[config.mk]
export PLATFORM = sky130hd
export DESIGN_NAME = keyreport_encoder
export DESIGN_NICKNAME = d
export VERILOG_FILES = /design/src/rtl/keycode_pkg.sv /design/src/rtl/keyslot_alloc.sv /design/src/rtl/keyreport_encoder.sv
export SDC_FILE = /design/constraint.sdc
export NUM_CORES = 1
export LEC_CHECK = 0
export BUFFER_PORTS_ARGS = -buffer_cell sky130_fd_sc_hd__buf_4
export CORE_MARGIN = 1.5
export CORE_UTILIZATION = 30
export CTS_CLUSTER_SIZE = 14
export DETAILED_ROUTE_END_ITERATION = 12
export PLACE_DENSITY_LB_ADDON = 0.25
export SYNTH_ARGS = -nofsm -noshare
export SYNTH_HDL_FRONTEND = slang
export SYNTH_SLANG_ARGS = --single-unit
[constraint.sdc]
create_clock -name clk -period 4 [get_ports clk]
set_input_delay 0.8 -clock clk [delete_from_list [all_inputs] [get_ports clk]]
set_output_delay 0.8 -clock clk [all_outputs]
set_load 0.1 [all_outputs]
[src/rtl/keycode_pkg.sv]
// keycode_pkg: shared types and constants for the key report encoder.
// Holds the FSM state enum, slot/action counts, the fixed action-to-keycode
// map (P1 left/right/attack/jump, P2 left/right/attack/jump) and HID sentinels.
package keycode_pkg;
    typedef enum logic [1:0] {IDLE, UPDATE, SEND} state_e;
    localparam int NUM_SLOTS = 6;
    localparam int NUM_ACTIONS = 8;
    localparam logic [7:0] KEY_NONE = 8'h00;
    localparam logic [7:0] KEY_ERR_ROLLOVER = 8'h01;
    localparam logic [7:0] P1_LEFT = 8'h04;
    localparam logic [7:0] P1_RIGHT = 8'h07;
    localparam logic [7:0] P1_ATTACK = 8'h1A;
    localparam logic [7:0] P1_JUMP = 8'h16;
    localparam logic [7:0] P2_LEFT = 8'h80;
    localparam logic [7:0] P2_RIGHT = 8'h79;
    localparam logic [7:0] P2_ATTACK = 8'h82;
    localparam logic [7:0] P2_JUMP = 8'h81;
    function automatic logic [7:0] act_code(input logic [2:0] idx);
        case (idx)
            3'd0: act_code = P1_LEFT;
            3'd1: act_code = P1_RIGHT;
            3'd2: act_code = P1_ATTACK;
            3'd3: act_code = P1_JUMP;
            3'd4: act_code = P2_LEFT;
            3'd5: act_code = P2_RIGHT;
            3'd6: act_code = P2_ATTACK;
            default: act_code = P2_JUMP;
        endcase
    endfunction
endpackage

[src/rtl/keyslot_alloc.sv]
// keyslot_alloc: combinational slot-table search.
// Ports: slots (six packed 8-bit slots, slot k at [8k+7:8k]), code (keycode to
// look up); free_idx/full (lowest empty slot, no empty slot), match_idx/match
// (slot holding code, code present).
module keyslot_alloc
    import keycode_pkg::*;
(
    input  logic [NUM_SLOTS*8-1:0] slots,
    input  logic [7:0]             code,
    output logic [2:0]             free_idx,
    output logic                   full,
    output logic [2:0]             match_idx,
    output logic                   match
);
    // Scan downwards so the lowest-numbered hit is the one left standing.
    always_comb begin
        free_idx = '0;
        full = 1'b1;
        match_idx = '0;
        match = 1'b0;
        for (int i = NUM_SLOTS - 1; i >= 0; i--) begin
            if (slots[8*i +: 8] == KEY_NONE) begin
                free_idx = 3'(i);
                full = 1'b0;
            end
            if (slots[8*i +: 8] == code) begin
                match_idx = 3'(i);
                match = 1'b1;
            end
        end
    end
endmodule

[src/rtl/keyreport_encoder.sv]
// keyreport_encoder: turns eight held action requests into a six-slot HID report.
// Ports: clk, reset_n (async active-low), act_req[7:0] (level-held requests),
// report_ready (sink accept); keycodes[47:0] (slot k at [8k+7:8k]),
// report_valid (report offered), overflow (more than six actions held).
// Define KEYREPORT_ROLLOVER_ERR_EN to send all-0x01 (ErrorRollOver) on overflow.
module keyreport_encoder
    import keycode_pkg::*;
(
    input  logic        clk,
    input  logic        reset_n,
    input  logic [7:0]  act_req,
    input  logic        report_ready,
    output logic [47:0] keycodes,
    output logic        report_valid,
    output logic        overflow
);
    state_e state_q, state_d;
    logic [7:0] snap_q, snap_d, held_q, held_d, prev_q, prev_d;
    logic [2:0] idx_q, idx_d;
    logic [47:0] slots_q, slots_d, keycodes_q, keycodes_d;
    logic overflow_q, overflow_d;
    logic [7:0] cur_code;
    logic [2:0] free_idx, match_idx;
    logic full, match, capture, press_now, release_now;

    keyslot_alloc u_alloc (
        .slots(slots_q),
        .code(cur_code),
        .free_idx(free_idx),
        .full(full),
        .match_idx(match_idx),
        .match(match)
    );

    // prev_q keeps the mask from before the capture so each action can be
    // classified as press/release; a dropped action simply never matches a slot.
    assign cur_code = act_code(idx_q);
    assign capture = (state_q == IDLE) && (act_req != held_q);
    assign press_now = snap_q[idx_q] && !prev_q[idx_q];
    assign release_now = !snap_q[idx_q] && prev_q[idx_q];

    always_ff @(posedge clk or negedge reset_n) begin
        if (!reset_n) begin
            state_q <= IDLE;
            snap_q <= '0;
            held_q <= '0;
            prev_q <= '0;
            idx_q <= '0;
            slots_q <= '0;
            keycodes_q <= '0;
            overflow_q <= 1'b0;
        end else begin
            state_q <= state_d;
            snap_q <= snap_d;
            held_q <= held_d;
            prev_q <= prev_d;
            idx_q <= idx_d;
            slots_q <= slots_d;
            keycodes_q <= keycodes_d;
            overflow_q <= overflow_d;
        end
    end

    always_comb begin
        state_d = state_q;
        case (state_q)
            IDLE: state_d = capture ? UPDATE : IDLE;
            UPDATE: state_d = (idx_q == 3'd7) ? SEND : UPDATE;
            SEND: state_d = report_ready ? IDLE : SEND;
            default: state_d = IDLE;
        endcase
    end

    always_comb begin
        snap_d = snap_q;
        held_d = held_q;
        prev_d = prev_q;
        idx_d = idx_q;
        slots_d = slots_q;
        keycodes_d = keycodes_q;
        overflow_d = overflow_q;
        if (capture) begin
            snap_d = act_req;
            held_d = act_req;
            prev_d = held_q;
            idx_d = '0;
            overflow_d = $countones(act_req) > NUM_SLOTS;
        end
        if (state_q == UPDATE) begin
            idx_d = idx_q + 3'd1;
            if (release_now && match) slots_d[8*match_idx +: 8] = KEY_NONE;
            if (press_now && !full) slots_d[8*free_idx +: 8] = cur_code;
            // Latch the finished table as the report on the last update step.
            if (idx_q == 3'd7) begin
`ifdef KEYREPORT_ROLLOVER_ERR_EN
                keycodes_d = overflow_q ? {NUM_SLOTS{KEY_ERR_ROLLOVER}} : slots_d;
`else
                keycodes_d = slots_d;
`endif
            end
        end
    end

    always_comb begin
        report_valid = (state_q == SEND);
        keycodes = keycodes_q;
        overflow = overflow_q;
    end
endmodule

Yosys cells after proc, flatten, opt, wreduce, memory -nomap -nowiden
Cells that the tools add are included.
{"block": "totals", "ff_bits": 118, "latch_bits": 0, "ramBits": 0, "rom_bits": 0, "in_bits": 11, "out_inout_bits": 50, "word_cells": 97, "memories": 0}
{"block": "classes", "add_sub_neg": 10, "n_mul": 0, "n_div": 0, "n_lt_le_gt_ge": 2, "n_eq_ne": 16, "shift": 4, "mux": 40, "bitwise_logic": 0, "reduce_logical": 18}
{"operator": "48-bit 2-to-1 mux", "n": 3}
{"operator": "48-bit bitwise mux", "n": 2}
{"operator": "8-bit by 34-bit variable shift with 48-bit output, first input constant", "n": 2}
{"operator": "6-bit negator with 34-bit output", "n": 2}
{"operator": "8-bit case mux with 7 select lines", "n": 1}
{"operator": "8-bit equality test", "n": 6}
{"operator": "8-bit zero test", "n": 6}
{"operator": "8-bit by 34-bit variable part select with 48-bit output", "n": 1}
{"operator": "8-bit by 34-bit variable part select with 48-bit output, first input constant", "n": 1}
{"operator": "3-bit 2-to-1 mux", "n": 14}
{"operator": "1-bit 2-to-1 mux", "n": 15}
{"operator": "3-bit equality test, second input constant", "n": 4}
{"operator": "1-bit by 1-bit adder with 2-bit output", "n": 4}
{"operator": "8-bit inequality test", "n": 1}
{"operator": "2-bit by 2-bit adder with 3-bit output", "n": 2}
{"operator": "1-bit binary-select mux with 3-bit select", "n": 2}
{"operator": "3-bit by 2-bit equality test with 1-bit output, second input constant", "n": 2}
{"operator": "2-bit case mux with 3 select lines", "n": 1}
{"operator": "1-bit logical AND", "n": 5}
{"operator": "3-bit by 3-bit adder with 4-bit output", "n": 1}
{"operator": "4-bit by 3-bit greater-than comparator with 1-bit output, second input constant", "n": 1}
{"operator": "3-bit by 4-bit less-than comparator with 1-bit output, second input constant", "n": 1}
{"operator": "2-bit 2-to-1 mux", "n": 2}
{"operator": "3-bit by 1-bit adder with 3-bit output, second input constant", "n": 1}
{"operator": "8 further kinds", "n": 10}

Longest topological paths before layout
{"block": "logic_depth", "ltp_word": 16, "ltp_mapped": 20, "depth_no_buf": 17}

Modules after synthesis
A second synthesis with hierarchy kept.
{"block": "unflattened", "cells_unflattened": 710, "area_unflattened_um2": 6966.7}
{"module": "keyreport_encoder", "instances": 1, "cells_per_inst": 599, "area_each_um2": 6119.6, "seq_area_each_um2": 2952.8}
{"module": "keyslot_alloc", "instances": 1, "cells_per_inst": 111, "area_each_um2": 847.1, "seq_area_each_um2": 0.0}

Worst setup path after synthesis
No wires, ideal clock.
{"block": "synth_timing", "path_type": "reg2reg", "start": "register idx_q[1]", "end": "register slots_q[33]", "setup_time_ns": 0.121, "t_arrival_ns": 4.342, "required_ns": 3.879, "setup_slack_ns": -0.463, "path_stages_with_launch": 18, "path_buffers": 1, "period_less_slack_ns": 4.463, "path_cell_list": "dfrtp_1 clkbuf_1 inv_1 ha_1 or4_4 and3_1 or4b_1 nor4_2 a211o_1 nand2_1 ha_1 ha_1 inv_1 nor2_1 nand2_1 nor4_4 o21ai_2 a22o_1"}
{"block": "synth_via", "elab_chain_cells": 16, "elab_cells_between_ends": 45, "classes_between": "add/sub: 1; eq/ne: 12; shift: 3; mux: 22; reduce/logical: 7"}
{"item": "start, declared", "line_no": "keyreport_encoder.sv:19", "source": "logic [2:0] idx_q, idx_d;"}
{"item": "start signal, assigned", "line_no": "keyreport_encoder.sv:57", "source": "idx_q <= idx_d;"}
{"item": "3-bit equality test (tied with other cells)", "line_no": "keycode_pkg.sv:19", "source": "case (idx)"}
{"item": "8-bit case mux with 7 select lines", "line_no": "keycode_pkg.sv:19"}
{"item": "8-bit equality test", "line_no": "keyslot_alloc.sv:26", "source": "if (slots[8*i +: 8] == code) begin"}
{"item": "3-bit 2-to-1 mux (6 in series)", "line_no": "keyslot_alloc.sv:26"}
{"item": "6-bit negator with 34-bit output", "line_no": "keyreport_encoder.sv:91", "source": "if (release_now && match) slots_d[8*match_idx +: 8] = KEY_NONE;"}
{"item": "8-bit by 34-bit variable part select with 48-bit output or 8-bit by 34-bit variable shift with 48-bit output (tied branches)", "line_no": "keyreport_encoder.sv:91"}
{"item": "48-bit bitwise mux", "line_no": "keyreport_encoder.sv:91"}
{"item": "48-bit 2-to-1 mux", "line_no": "keyreport_encoder.sv:91"}
{"item": "48-bit 2-to-1 mux", "line_no": "keyreport_encoder.sv:89", "source": "if (state_q == UPDATE) begin"}
{"item": "48-bit bitwise mux", "line_no": "keyreport_encoder.sv:92", "source": "if (press_now && !full) slots_d[8*free_idx +: 8] = cur_code;"}
{"item": "48-bit 2-to-1 mux *", "line_no": "keyreport_encoder.sv:92"}
{"item": "end signal, assigned", "line_no": "keyreport_encoder.sv:58", "source": "slots_q <= slots_d;"}
{"item": "end, declared", "line_no": "keyreport_encoder.sv:20", "source": "logic [47:0] slots_q, slots_d, keycodes_q, keycodes_d;"}
Every way passes the cells marked *; elsewhere a longest branch is shown, timed or not. The select of a mux whose other input is x is not followed.
A chain may end at the register's enable or synchronous reset.

Worst setup path in the final report
{"block": "layout_timing", "start": "register idx_q[1]", "end": "register slots_q[23]"}
The elaborated chain is that of the path after synthesis.

==> out/metrics.cfg <==
[outcome]
status = finished, violations left
violations = negative setup slack

[finish]
stdcell_count = 1146
seqCellArea_mm2 = 0.00296
drive_above_1_share_pct = 28.5
nets = 877
diodes = 0
syn_to_final_growth_pct = 31.9
multi_input_area_mm2 = 0.00385
fillerInstances = 2186
fin_util_pct = 40.2

[route]
wl_met3_mm = 1.05
vias = 6339
drc = 0
wl_met1_mm = 10.6
wire_per_inst_um = 19.9
totalWireLength_mm = 22.8
drtAntennaViolNets = 0
wl_met2_mm = 10.5
drt_iter0_drc = 501
highest_layer = met4
vias_per_cell = 5.53
first_pass_iters = 8

[yosys]
netlist_instances = 723
ys_async_sr_fraction_pct = 100
postSynthAreaPerCell_um2 = 9.48
ys_seq_elements = 118
synth.cell_area_mm2 = 0.00685
synth-edff-count = 0
synth_fp_nets = 752
synth_cell_types = 68
yosys_warnings = 0
ys_seq_area_share_pct = 43.1
ys.flop_type = dfrtp_1

[placed_design]
gp_congestion = 0.895
dp_slack_ps = -110
place_inst = 1107
portBuffers = 60
hpwl_mm = 16.7

[critical_path]
arrival_ps = 4350
crit_type = flip-flop to flip-flop
required_ps = 4300
end_kind = flip-flop
crit_fanout = 8
start_kind = flip-flop

[cts]
cts_buffers = 17
insertion_delay_ps = 420
max-clock-path-buffers = 2
clock_sinks = 118
path_clk_slew_ps = 60
ctsRootBufferMaster = clkbuf_16
cts_hold_buf = 0
htree_levels = 4
cts_tree = yes

[grt]
grt_pass1_wl_mm = 35.5
grt_max_degree = 53
first_global_vias = 6124
grtUsageTotal_pct = 19.7
antenna_found_initial = 0
overflow = 0

[run]
drv_cap = 0

[sta]
fin_crit_ps = 4050
setup_tns_ps = -335
slew_viol_final = 0
final-hold-violation-count = 0
max_slew_margin_pct = 15.5
max_freq_mhz = 247
finalWorstSetupSlack_ps = -45.2
finalCritPeriodShare_pct = 101
worstMarginPinSlew_ps = 1260
setup_viol = 16
finClkSkew_ps = 8.00
rsz0062_at_grt = yes

[min_path]
hp-class = input port to asynchronous set/reset pin

[floorplanning]
boundaryPins = 61
die_y_um = 154
die_w_um = 154
start_util_pct = 30.4
rows = 55
core_mm2 = 0.0225
dieArea_mm2 = 0.0238

-- per-layer routing --
metal | vias up | GRT usage [%]
li1 | 2980 | -
met1 | 3143 | 26.8
met3 | 36 | 3.38
met2 | 180 | 30.9
met5 | - | 0
met4 | 0 | 7.95
-- metrics by stage --
stage                     hold WS (ps)  cell area (µm²)
after floorplan                    467             6990
after global placement             488             8240
after detailed placement           495             8240
after CTS                          446             8910
after global routing               470             9030
final                              412             9030
-- cell type report --
type,count,share of cell area (%)
timing repair buffer,146,12.5
sequential,118,32.7
multi-input combinational,536,42.6
clock inverter,11,1.91
clock buffer,21,5.10
tap,285,3.95
inverter,29,1.26
-- synth_stat cells (14+ instances only) --
cell type	instances	share of area, %
inv_1	28	1.5
ha_1	14	2.6
o21ai_1	14	1.0
a21oi_1	17	1.2
nor3_1	14	1.0
o21ai_0	73	5.3
dfrtp_1	118	43
a22oi_1	53	5.8
nor2_1	46	2.5
clkbuf_1	30	1.6
nor4_1	16	1.5
nand2_1	43	2.4
a22o_1	20	2.6
nand3_1	46	3.4
mux2_2	17	2.8
xor2_1	15	1.9
-- cell families after synthesis --
logic type | count (synthesis) | synth area share (%)
compound gates | 229 | 22.2
xor+xnor | 26 | 3.32
fa+ha+maj | 18 | 3.73
buf+inv | 69 | 4.13
flops | 118 | 43.1
mux | 21 | 4.11
simple gates | 242 | 19.4
-- worst max-delay path, stage by stage, from the launching register on --
cell and delay (ps):
dfrtp_2 440, buf_4 160, ha_4 190, xor2_1 160, or4_1 420, a222oi_1 370
or4b_4 550, nand2b_4 110, nand3_4 70, ha_4 170, ha_4 270, inv_4 40
nor2_4 90, and3_1 160, o211ai_1 110, o21ai_1 170, nand2_2 150, a22o_1 280
-- what timing repair did --
action                     in CTS  in global routing
gates resized for setup         4                 33
hold endpoints to repair        0                  0
setup endpoints to repair      22                 47
buffers inserted                2                  5
pin swaps                       3                 13
-- sequential cells by signal (all words and copies together), names as in the netlist --
name      cells
idx_q         3
slots_q      48
keycodes     48
overflow      1
prev_q        8
state_q       2
held_q        8
-- worst paths after layout --
check | end | cells after the start | slack, ps | start
max | slots_q[23] | 17 | -50 | idx_q[1]
min | overflow | 1 | 410 | reset_n
max reg2reg | slots_q[23] | 17 | -50 | idx_q[1]
min reg2reg | prev_q[0] | 1 | 500 | prev_q[0]
max in group asynchronous | keycodes[12] | 2 | 2790 | reset_n
min in group clk | prev_q[0] | 1 | 500 | prev_q[0]
-- cell usage in the layout, fill, tap and decap left out, types with 5 or more instances in the layout --
| cell type | instances |
|---|---|
| a21oi_1 | 17 |
| a22o_1 | 20 |
| a22oi_1 | 53 |
| a31oi_1 | 11 |
| and3_1 | 8 |
| and4_1 | 7 |
| buf_4 | 140 |
| clkbuf_16 | 17 |
| dfrtp_1 | 116 |
| ha_1 | 7 |
| ha_4 | 7 |
| inv_1 | 25 |
| mux2_2 | 17 |
| nand2_1 | 40 |
| nand3_1 | 45 |
| nand4_1 | 8 |
| nor2_1 | 45 |
| nor3_1 | 12 |
| nor4_1 | 12 |
| o21ai_0 | 59 |
| o21ai_1 | 26 |
| o31ai_1 | 5 |
| or3_1 | 13 |
| or4_1 | 8 |
| xnor2_1 | 10 |
| xor2_1 | 15 |
Power is not shown: default switching activity piles up to over one toggle a cycle in this logic, so the estimate is an artifact.
